$ cat src/rtl/mul_div_unit.sv
// Iterative multiply/divide unit that owns the HI/LO register pair.
// MULT/MULTU/DIV/DIVU take one bit per cycle; MTHI/MTLO complete in a single cycle.
module mul_div_unit #(
    parameter int WIDTH = 32,
    parameter int CNT_W = 6
) (
    input  logic             clk,
    input  logic             reset,
    input  logic             start,
    input  logic [2:0]       op,
    input  logic [WIDTH-1:0] a,
    input  logic [WIDTH-1:0] b,
    input  logic             cancel,
    output logic             busy,
    output logic             done,
    output logic [WIDTH-1:0] hi,
    output logic [WIDTH-1:0] lo
);

    typedef enum logic [1:0] {
        IDLE,
        RUN,
        FIX
    } state_t;

    localparam logic [2:0]       OP_MTHI = 3'd4;
    localparam logic [2:0]       OP_MTLO = 3'd5;
    localparam logic [CNT_W-1:0] LAST    = CNT_W'(WIDTH - 1);

    state_t           state, next_state;
    logic [CNT_W-1:0] cnt;
    logic [WIDTH-1:0] work_hi, work_lo, oper;
    logic             is_div, neg_res, neg_rem, div_zero;

    logic             signed_op;
    logic [WIDTH-1:0] mag_a, mag_b;
    logic [WIDTH:0]   mul_sum;
    logic [WIDTH:0]   div_sh;
    logic             div_ge;
    logic [WIDTH-1:0] div_diff;
    logic [2*WIDTH-1:0] prod_fix;
    logic [WIDTH-1:0] quo_fix, rem_fix;

    // op[2]=0 selects an arithmetic op; op[0]=0 means signed, op[1]=1 means divide.
    assign signed_op = ~op[0];
    assign mag_a     = (signed_op && a[WIDTH-1]) ? -a : a;
    assign mag_b     = (signed_op && b[WIDTH-1]) ? -b : b;
    assign busy      = (state != IDLE);

    // Shift-add: work_lo holds the multiplier and collects the low product bits.
    assign mul_sum  = {1'b0, work_hi} + (work_lo[0] ? {1'b0, oper} : '0);

    // Restoring divide: partial remainder in work_hi, quotient shifts into work_lo.
    assign div_sh   = {work_hi, work_lo[WIDTH-1]};
    assign div_ge   = (div_sh >= {1'b0, oper});
    assign div_diff = div_sh[WIDTH-1:0] - oper;

    assign prod_fix = neg_res ? -{work_hi, work_lo} : {work_hi, work_lo};
    assign quo_fix  = div_zero ? '1 : (neg_res ? -work_lo : work_lo);
    assign rem_fix  = neg_rem ? -work_hi : work_hi;

    always_ff @(posedge clk or negedge reset) begin
        if (!reset) state <= IDLE;
        else        state <= next_state;
    end

    always_comb begin
        // NOTE: every output of this block gets a default first, so no latch is inferred.
        next_state = state;
        case (state)
            IDLE: if (start && !cancel && !op[2]) next_state = RUN;
            RUN: begin
                if (cancel)           next_state = IDLE;
                else if (cnt == LAST) next_state = FIX;
            end
            FIX:     next_state = IDLE;
            default: next_state = IDLE;
        endcase
    end

    always_ff @(posedge clk or negedge reset) begin
        if (!reset) begin
            cnt      <= '0;
            work_hi  <= '0;
            work_lo  <= '0;
            oper     <= '0;
            is_div   <= 1'b0;
            neg_res  <= 1'b0;
            neg_rem  <= 1'b0;
            div_zero <= 1'b0;
            hi       <= '0;
            lo       <= '0;
            done     <= 1'b0;
        end else begin
            done <= 1'b0;
            case (state)
                IDLE: begin
                    if (start && !cancel) begin
                        if (!op[2]) begin
                            cnt      <= '0;
                            work_hi  <= '0;
                            work_lo  <= op[1] ? mag_a : mag_b;
                            oper     <= op[1] ? mag_b : mag_a;
                            is_div   <= op[1];
                            neg_res  <= signed_op & (a[WIDTH-1] ^ b[WIDTH-1]);
                            neg_rem  <= signed_op & a[WIDTH-1];
                            div_zero <= (b == '0);
                        end else if (op == OP_MTHI) begin
                            hi <= a;
                        end else if (op == OP_MTLO) begin
                            lo <= a;
                        end
                    end
                end
                RUN: begin
                    if (!cancel) begin
                        cnt <= cnt + CNT_W'(1);
                        if (is_div) begin
                            work_hi <= div_ge ? div_diff : div_sh[WIDTH-1:0];
                            work_lo <= {work_lo[WIDTH-2:0], div_ge};
                        end else begin
                            work_hi <= mul_sum[WIDTH:1];
                            work_lo <= {mul_sum[0], work_lo[WIDTH-1:1]};
                        end
                    end
                end
                FIX: begin
                    if (!cancel) begin
                        if (is_div) begin
                            lo <= quo_fix;
                            hi <= rem_fix;
                        end else begin
                            {hi, lo} <= prod_fix;
                        end
                        done <= 1'b1;
                    end
                end
                default: ;
            endcase
        end
    end

endmodule

$ cat config.mk
export PLATFORM = sky130hd
export DESIGN_NAME = mul_div_unit
export DESIGN_NICKNAME = d
export VERILOG_FILES = /design/src/rtl/mul_div_unit.sv
export SDC_FILE = /design/constraint.sdc
export NUM_CORES = 1
export LEC_CHECK = 0
export ABC_AREA = 1
export BUFFER_PORTS_ARGS = -buffer_cell sky130_fd_sc_hd__buf_2
export CAP_MARGIN = 40
export CORE_MARGIN = 3
export CORE_UTILIZATION = 50
export CTS_CLUSTER_DIAMETER = 80
export DETAILED_ROUTE_END_ITERATION = 8
export PLACE_DENSITY = 0.68
export SETUP_SLACK_MARGIN = 0.02
export SYNTH_ARGS = -nofsm -noshare
export SYNTH_HDL_FRONTEND = slang
export SYNTH_SLANG_ARGS = --single-unit
export TNS_END_PERCENT = 30
$ cat constraint.sdc
create_clock -name clk -period 2.77 [get_ports clk]
set_input_delay 0.1385 -clock clk [delete_from_list [all_inputs] [get_ports clk]]
set_output_delay 0.1385 -clock clk [all_outputs]
set_load 0.01 [all_outputs]
# ---- After elaboration in Yosys (flattened, before gate mapping)
# Index checks and enable logic that the tools add are counted.
# W data, S select, Z words.
dict set report word_totals {
  ff_bits 173
  in_bits 71
  output_inout_bits 66
  word_cells 100
}
dict set report classes {
  add_sub_neg 8
  magnitude_cmp 1
  n_eq_ne 15
  n_mux 43
  n_bitwise 5
  reduce_logical 16
}
# op count
set op_table {}
lappend op_table {{$mux W32} 28}
lappend op_table {{$pmux W32 S2} 4}
lappend op_table {{$neg A32 Y32} 4}
lappend op_table {{$mux W64} 1}
lappend op_table {{$neg A64 Y64} 1}
lappend op_table {{$add A32 B32 Y33} 1}
lappend op_table {{$ge A33 B32 Y1} 1}
lappend op_table {{$logic_not A32 Y1} 1}
lappend op_table {{$sub A32 B32 Y32} 1}
lappend op_table {{$mux W6} 3}
lappend op_table {{$ne A2 B2 Y1 const B} 9}
lappend op_table {{$pmux W6 S2} 1}
lappend op_table {{$add A6 B1 Y6 const B} 1}
lappend op_table {{$eq A3 B3 Y1 const B} 2}
lappend op_table {{$eq A6 B5 Y1 const B} 1}
lappend op_table {{$mux W2} 3}
lappend op_table {{$reduce_and A6 Y1} 1}
lappend op_table {{$reduce_bool A2 Y1} 3}
lappend op_table {{$reduce_and A5 Y1} 1}
lappend op_table {{$logic_and A1 B1 Y1} 4}
lappend op_table {{$pmux W2 S2} 1}
lappend op_table {{$reduce_and A4 Y1} 1}
lappend op_table {{$ne A3 B3 Y1 const B} 1}
lappend op_table {{$reduce_and A3 Y1} 1}
lappend op_table {{other kinds (9)} 13}

# ---- Logic depth before layout (Yosys ltp)
dict set report logic_depth {
  depth_word 7
  depth_mapped 21
  ltp_nobuf 19
}

# ---- Least setup slack after synthesis
# No wires, ideal clock.
dict set report synth_path {
  kind {reg2reg}
  start {register work_lo[0]}
  end {register work_hi[31]}
  arrival_time_ps 2422
  t_required_ps 2704
  path_slack_ps 283
  stages_incl_launch_ff 21
  synth_period_minus_slack_ps 2487
  cell_sequence {dfrtp_1 -> buf_6 -> clkbuf_1 -> nand2_1 -> inv_1 -> ha_1 -> inv_1 -> fa_1 -> o21ai_0 -> nand2_1 -> nand2_1 -> nand2_1 -> nand2_1 -> nand2_1 -> nand2_1 -> nand2_1 -> nand2_1 -> nand2_1 -> inv_1 -> nand2_1 -> nand2_1}
}
dict set report synth_via {
  elab_chain_len 5
}
# element line_no
set synth_lines {}
lappend synth_lines {{from (decl)} 32} ;# logic [WIDTH-1:0] work_hi, work_lo, oper;
lappend synth_lines {{from (signal assigned)} 102} ;# work_lo <= op[1] ? mag_a : mag_b;
lappend synth_lines {{from (signal assigned)} 120} ;# work_lo <= {work_lo[WIDTH-2:0], div_ge};
lappend synth_lines {{from (signal assigned)} 123} ;# work_lo <= {mul_sum[0], work_lo[WIDTH-1:1]};
lappend synth_lines {{$mux W32} 51} ;# assign mul_sum = {1'b0, work_hi} + (work_lo[0] ? {1'b0, oper} : '0);
lappend synth_lines {{$add A32 B32 Y33} 51}
lappend synth_lines {{$mux W32} 118} ;# if (is_div) begin
lappend synth_lines {{$mux W32} 116} ;# if (!cancel) begin
lappend synth_lines {{$pmux W32 S2} 96} ;# case (state)
lappend synth_lines {{to (signal assigned)} 119} ;# work_hi <= div_ge ? div_diff : div_sh[WIDTH-1:0];
lappend synth_lines {{to (signal assigned)} 122} ;# work_hi <= mul_sum[WIDTH:1];
lappend synth_lines {{to (decl)} 32}
# Every way passes these cells. The select of a mux whose other input is x is not followed.
# A chain may end at the register's enable or synchronous reset.

# ---- Worst setup path in the final report
dict set report layout_path {
  start {register oper[18]}
  end {register work_hi[30]}
}
dict set report layout_via {
  elab_chain_len 5
  word_cells_on_any_way 8
}
# element line_no
set layout_lines {}
lappend layout_lines {{from (decl)} 32}
lappend layout_lines {{from (signal assigned)} 103} ;# oper <= op[1] ? mag_b : mag_a;
lappend layout_lines {{$mux W32, or another cell as far along} 51}
lappend layout_lines {{$add A32 B32 Y33 or $mux W32 (tied branches)} {51, 119}}
lappend layout_lines {{$mux W32 (*)} 118}
lappend layout_lines {{$mux W32 (*)} 116}
lappend layout_lines {{$pmux W32 S2 (*)} 96}
# Mark *: on every way between the ends. The rest lies on a longest branch, timed or not. The select of a mux whose other input is x is not followed.

==> flow_metrics.env <==
export IMPL_status="completed"
export IMPL_ys_top_cells_by_area="dfrtp_1 24%, nand2_1 19%, nor2_1 10%, nand3_1 8.5%, inv_1 8.0%"
export IMPL_dpl_hpwl_um=69500
export IMPL_first_iter_violations=3029
export IMPL_firstDrtPassIters=6
export IMPL_portBuffers=136
export IMPL_critPathArrivalTime_ns=3.04
export IMPL_synth_edf_count=0
export IMPL_synth_common_cells="934 x nand2_1, 503 x nor2_1, 393 x inv_1"
export IMPL_die_x_um=198
export IMPL_yosysTopAreaCellShare_pct=23.6
export IMPL_ys_seq_area_share_pct=23.6
export IMPL_start_util_pct=51.2
export IMPL_crit_type="flip-flop to flip-flop"
export IMPL_relSlewSlack_pct=49.4
export IMPL_clock_root_buffer="clkbuf_16"
export IMPL_fin_crit_ns=2.69
export IMPL_synth_cell_types=47
export IMPL_syn_area_per_cell_um2=5.72
export IMPL_critPathMaxFanout=13
export IMPL_finalSetupViolCount=0
export IMPL_wl_per_cell_um=22.1
export IMPL_synth_seq_cells=173
export IMPL_gp_congestion=1.13
export IMPL_fin_util_pct=58.5
export IMPL_ff_latch_area_um2=4340
export IMPL_fillers=3612
export IMPL_die_h_um=198
export IMPL_antenna_found_initial=3
export IMPL_cts_made_buffers=17
export IMPL_worst_path_most_repeated_cell="nand2_1"
export IMPL_clkTransAtPathRegs_ns=0.08
export IMPL_ff2ff_path_depth=17
export IMPL_min_path_cells=3
export IMPL_path_cells="inv_1 -> ha_1 -> nand2_1 -> nand2_1 -> nand3_1 -> nand2_1 -> nand2_1 -> a21oi_1 -> nor2_4 -> nand2_4 -> buf_4 -> o21ai_0 -> buf_4 -> inv_1 -> nand2_1 -> nand2_1 -> nand2_1"
export IMPL_grt_max_degree=88
export IMPL_core_area_um2=35800
export IMPL_end_kind="flip-flop"
export IMPL_max_stage_delay_ns=0.45
export IMPL_timing_final_crit_share_pct=97.2
export IMPL_vias=23400
export IMPL_fin_ws_ns=0.0773
export IMPL_slew_violations=0
export IMPL_vdd_ir_drop_max_mv=0.529
export IMPL_maxCapViolations=0
export IMPL_io_pins=137
export IMPL_ant_nets=0
export IMPL_n_antenna_cell=0
export IMPL_drive_gt1_share_pct=11.1
export IMPL_yosysMostFrequentCell="nand2_1"
export IMPL_synthToLayoutAreaGrowth_pct=14.3
export IMPL_synthArstFlopShare_pct=100
export IMPL_track_usage_pct=42.8
export IMPL_cp_required_ns=3.12
export IMPL_max_freq_ghz=0.371
export IMPL_skew_ns=0.0111
export IMPL_grt_pass1_wl_um=127000
export IMPL_slowest_stage="dfrtp_2"
export IMPL_syn_inst=3208
export IMPL_grt_pass1_vias=21400
export IMPL_pre_cts_ws_ns=0.0180
export IMPL_rsz0062_at_grt="yes"
export IMPL_finalPower_mw=27.7
export IMPL_cts_sinks=173
export IMPL_multi_input_area_um2=12100
export IMPL_power_density_nw_per_um2=1320
export IMPL_fin_cells=3861
export IMPL_cts_buffer_depth=2
export IMPL_nNetsFinal=3530
export IMPL_wl_um=85300
export IMPL_htree_levels=4
export IMPL_die_area_um2=39000
export IMPL_rows=69
export IMPL_tritoncts="done"
export IMPL_whs_ns=0.0480
export IMPL_yosys_most_used_dff="dfrtp_1"
export IMPL_syn_area_um2=18300
export IMPL_tightest_slew_ns=0.756
export IMPL_hp_class="input port to flip-flop"
export IMPL_grt_ovfl_total=0
export IMPL_synth_largest_area_cell="dfrtp_1"
export IMPL_insertion_delay_ns=0.46
export IMPL_cp_start_kind="flip-flop"
export IMPL_hold_violations=0
export IMPL_yosysWarnings=0
export IMPL_vias_per_cell=6.05
export IMPL_postSynthNetCount=3350
export IMPL_leakage_nw=10.8
export IMPL_drc_errors=0
export IMPL_dp_cells=3820
[report_power, final]
group,internal [mW],total [mW],switching (mW)
clock,1.54,2.67,1.13
sequential,3.72,5.19,1.47
combinational,6.59,19.8,13.2
[area by class of cell]
class,count,area share (%)
clock buffer,19,2.11
clock inverter,12,0.890
inverter,405,7.26
multi-input combinational,2521,57.7
sequential,173,20.7
tap,461,2.75
timing repair buffer,270,8.56
[cell families (layout without fill, tap and decap cells)]
| kind of cell | after synthesis | after routing | share of synthesized area, % |
|---|---|---|---|
| AOI/OAI and AO/OA | 518 | 518 | 15.6 |
| and+or+nand+nor | 1877 | 1877 | 42.3 |
| buffers and inverters | 514 | 706 | 10.9 |
| adders and majority gates | 71 | 71 | 4.93 |
| xor gates and xnor gates | 55 | 55 | 2.63 |
| DFF | 173 | 173 | 23.6 |
[cell usage in the layout, fill, tap and decap left out, types with 5 or more instances in the layout]
cell       instances
o21ai_1           18
a21oi_2            6
nand2_2            9
a31oi_1           18
o211ai_1          31
xnor2_1           16
inv_1            392
a22oi_1           12
buf_2            135
ha_1              65
dfrtp_1          164
a21oi_1          207
buf_4            125
nor2_1           497
nand3_2            5
nor3_1            34
o21bai_1           9
nand3_1          311
nand3b_1          11
dfrtp_2            9
o21ai_0          184
inv_2             12
nor2_4             5
buf_12             6
xor2_1            39
nand4_1           42
clkbuf_16         17
a21o_1             6
nor2_2            17
nand2_1          933
o221ai_1          17
[flip-flops by register name, indices dropped and copies added, names as in the netlist]
signal / cells
work_hi: 32
work_lo: 32
neg_rem: 1
hi: 32
neg_res: 1
div_zero: 1
done: 1
lo: 32
state: 2
oper: 32
cnt: 6
is_div: 1
[routing by layer]
| layer | track usage, % | part of all wire, % | wire, µm |
|---|---|---|---|
| met1 | 58.7 | 40 | 33800 |
| met5 | 0 | 0.032 | 27 |
| met3 | 17.0 | 15 | 13200 |
| met4 | 22.4 | 6.3 | 5370 |
| met2 | 57.7 | 39 | 32900 |
[worst max-delay path: cells and delay by family, from the launching register on]
kind                     cells  cell delay [ns]
AO/OA/AOI/OAI                2             0.32
flip-flops                   1             0.45
buffers and inverters        4             0.48
AND/OR/NAND/NOR             10             0.91
adder cells (fa/ha/maj)      1             0.42
[through the flow]
stage                     area [µm²]  setup TNS, ns
after floorplan                18300              0
after global placement         20100       -0.00617
after detailed placement       20200              0
after CTS                      20800              0
after global routing           21000        -0.0167
final                          21000              0
[final timing paths]
check / from / end / slack [ns]
min in group asynchronous: reset / hi[26]$_DFFE_PN0P_ / 0.28
min reg2reg: lo[14]$_DFFE_PN0P_ / lo[14]$_DFFE_PN0P_ / 0.49
max in group asynchronous: reset / work_hi[31]$_DFFE_PN0P_ / 1.59
min: a[1] / lo[1]$_DFFE_PN0P_ / 0.05
max: oper[18]$_DFFE_PN0P_ / work_hi[30]$_DFFE_PN0P_ / 0.08
max reg2reg: oper[18]$_DFFE_PN0P_ / work_hi[30]$_DFFE_PN0P_ / 0.08
[timing repair]
item,in CTS,in global routing
hold endpoints to repair,66,0
setup buffers,0,8
pin swaps,0,2
hold buffers,2,0
gates resized for setup,1,29
endpoints found under the setup margin,8,33
Power figures use the tool's default switching activity.
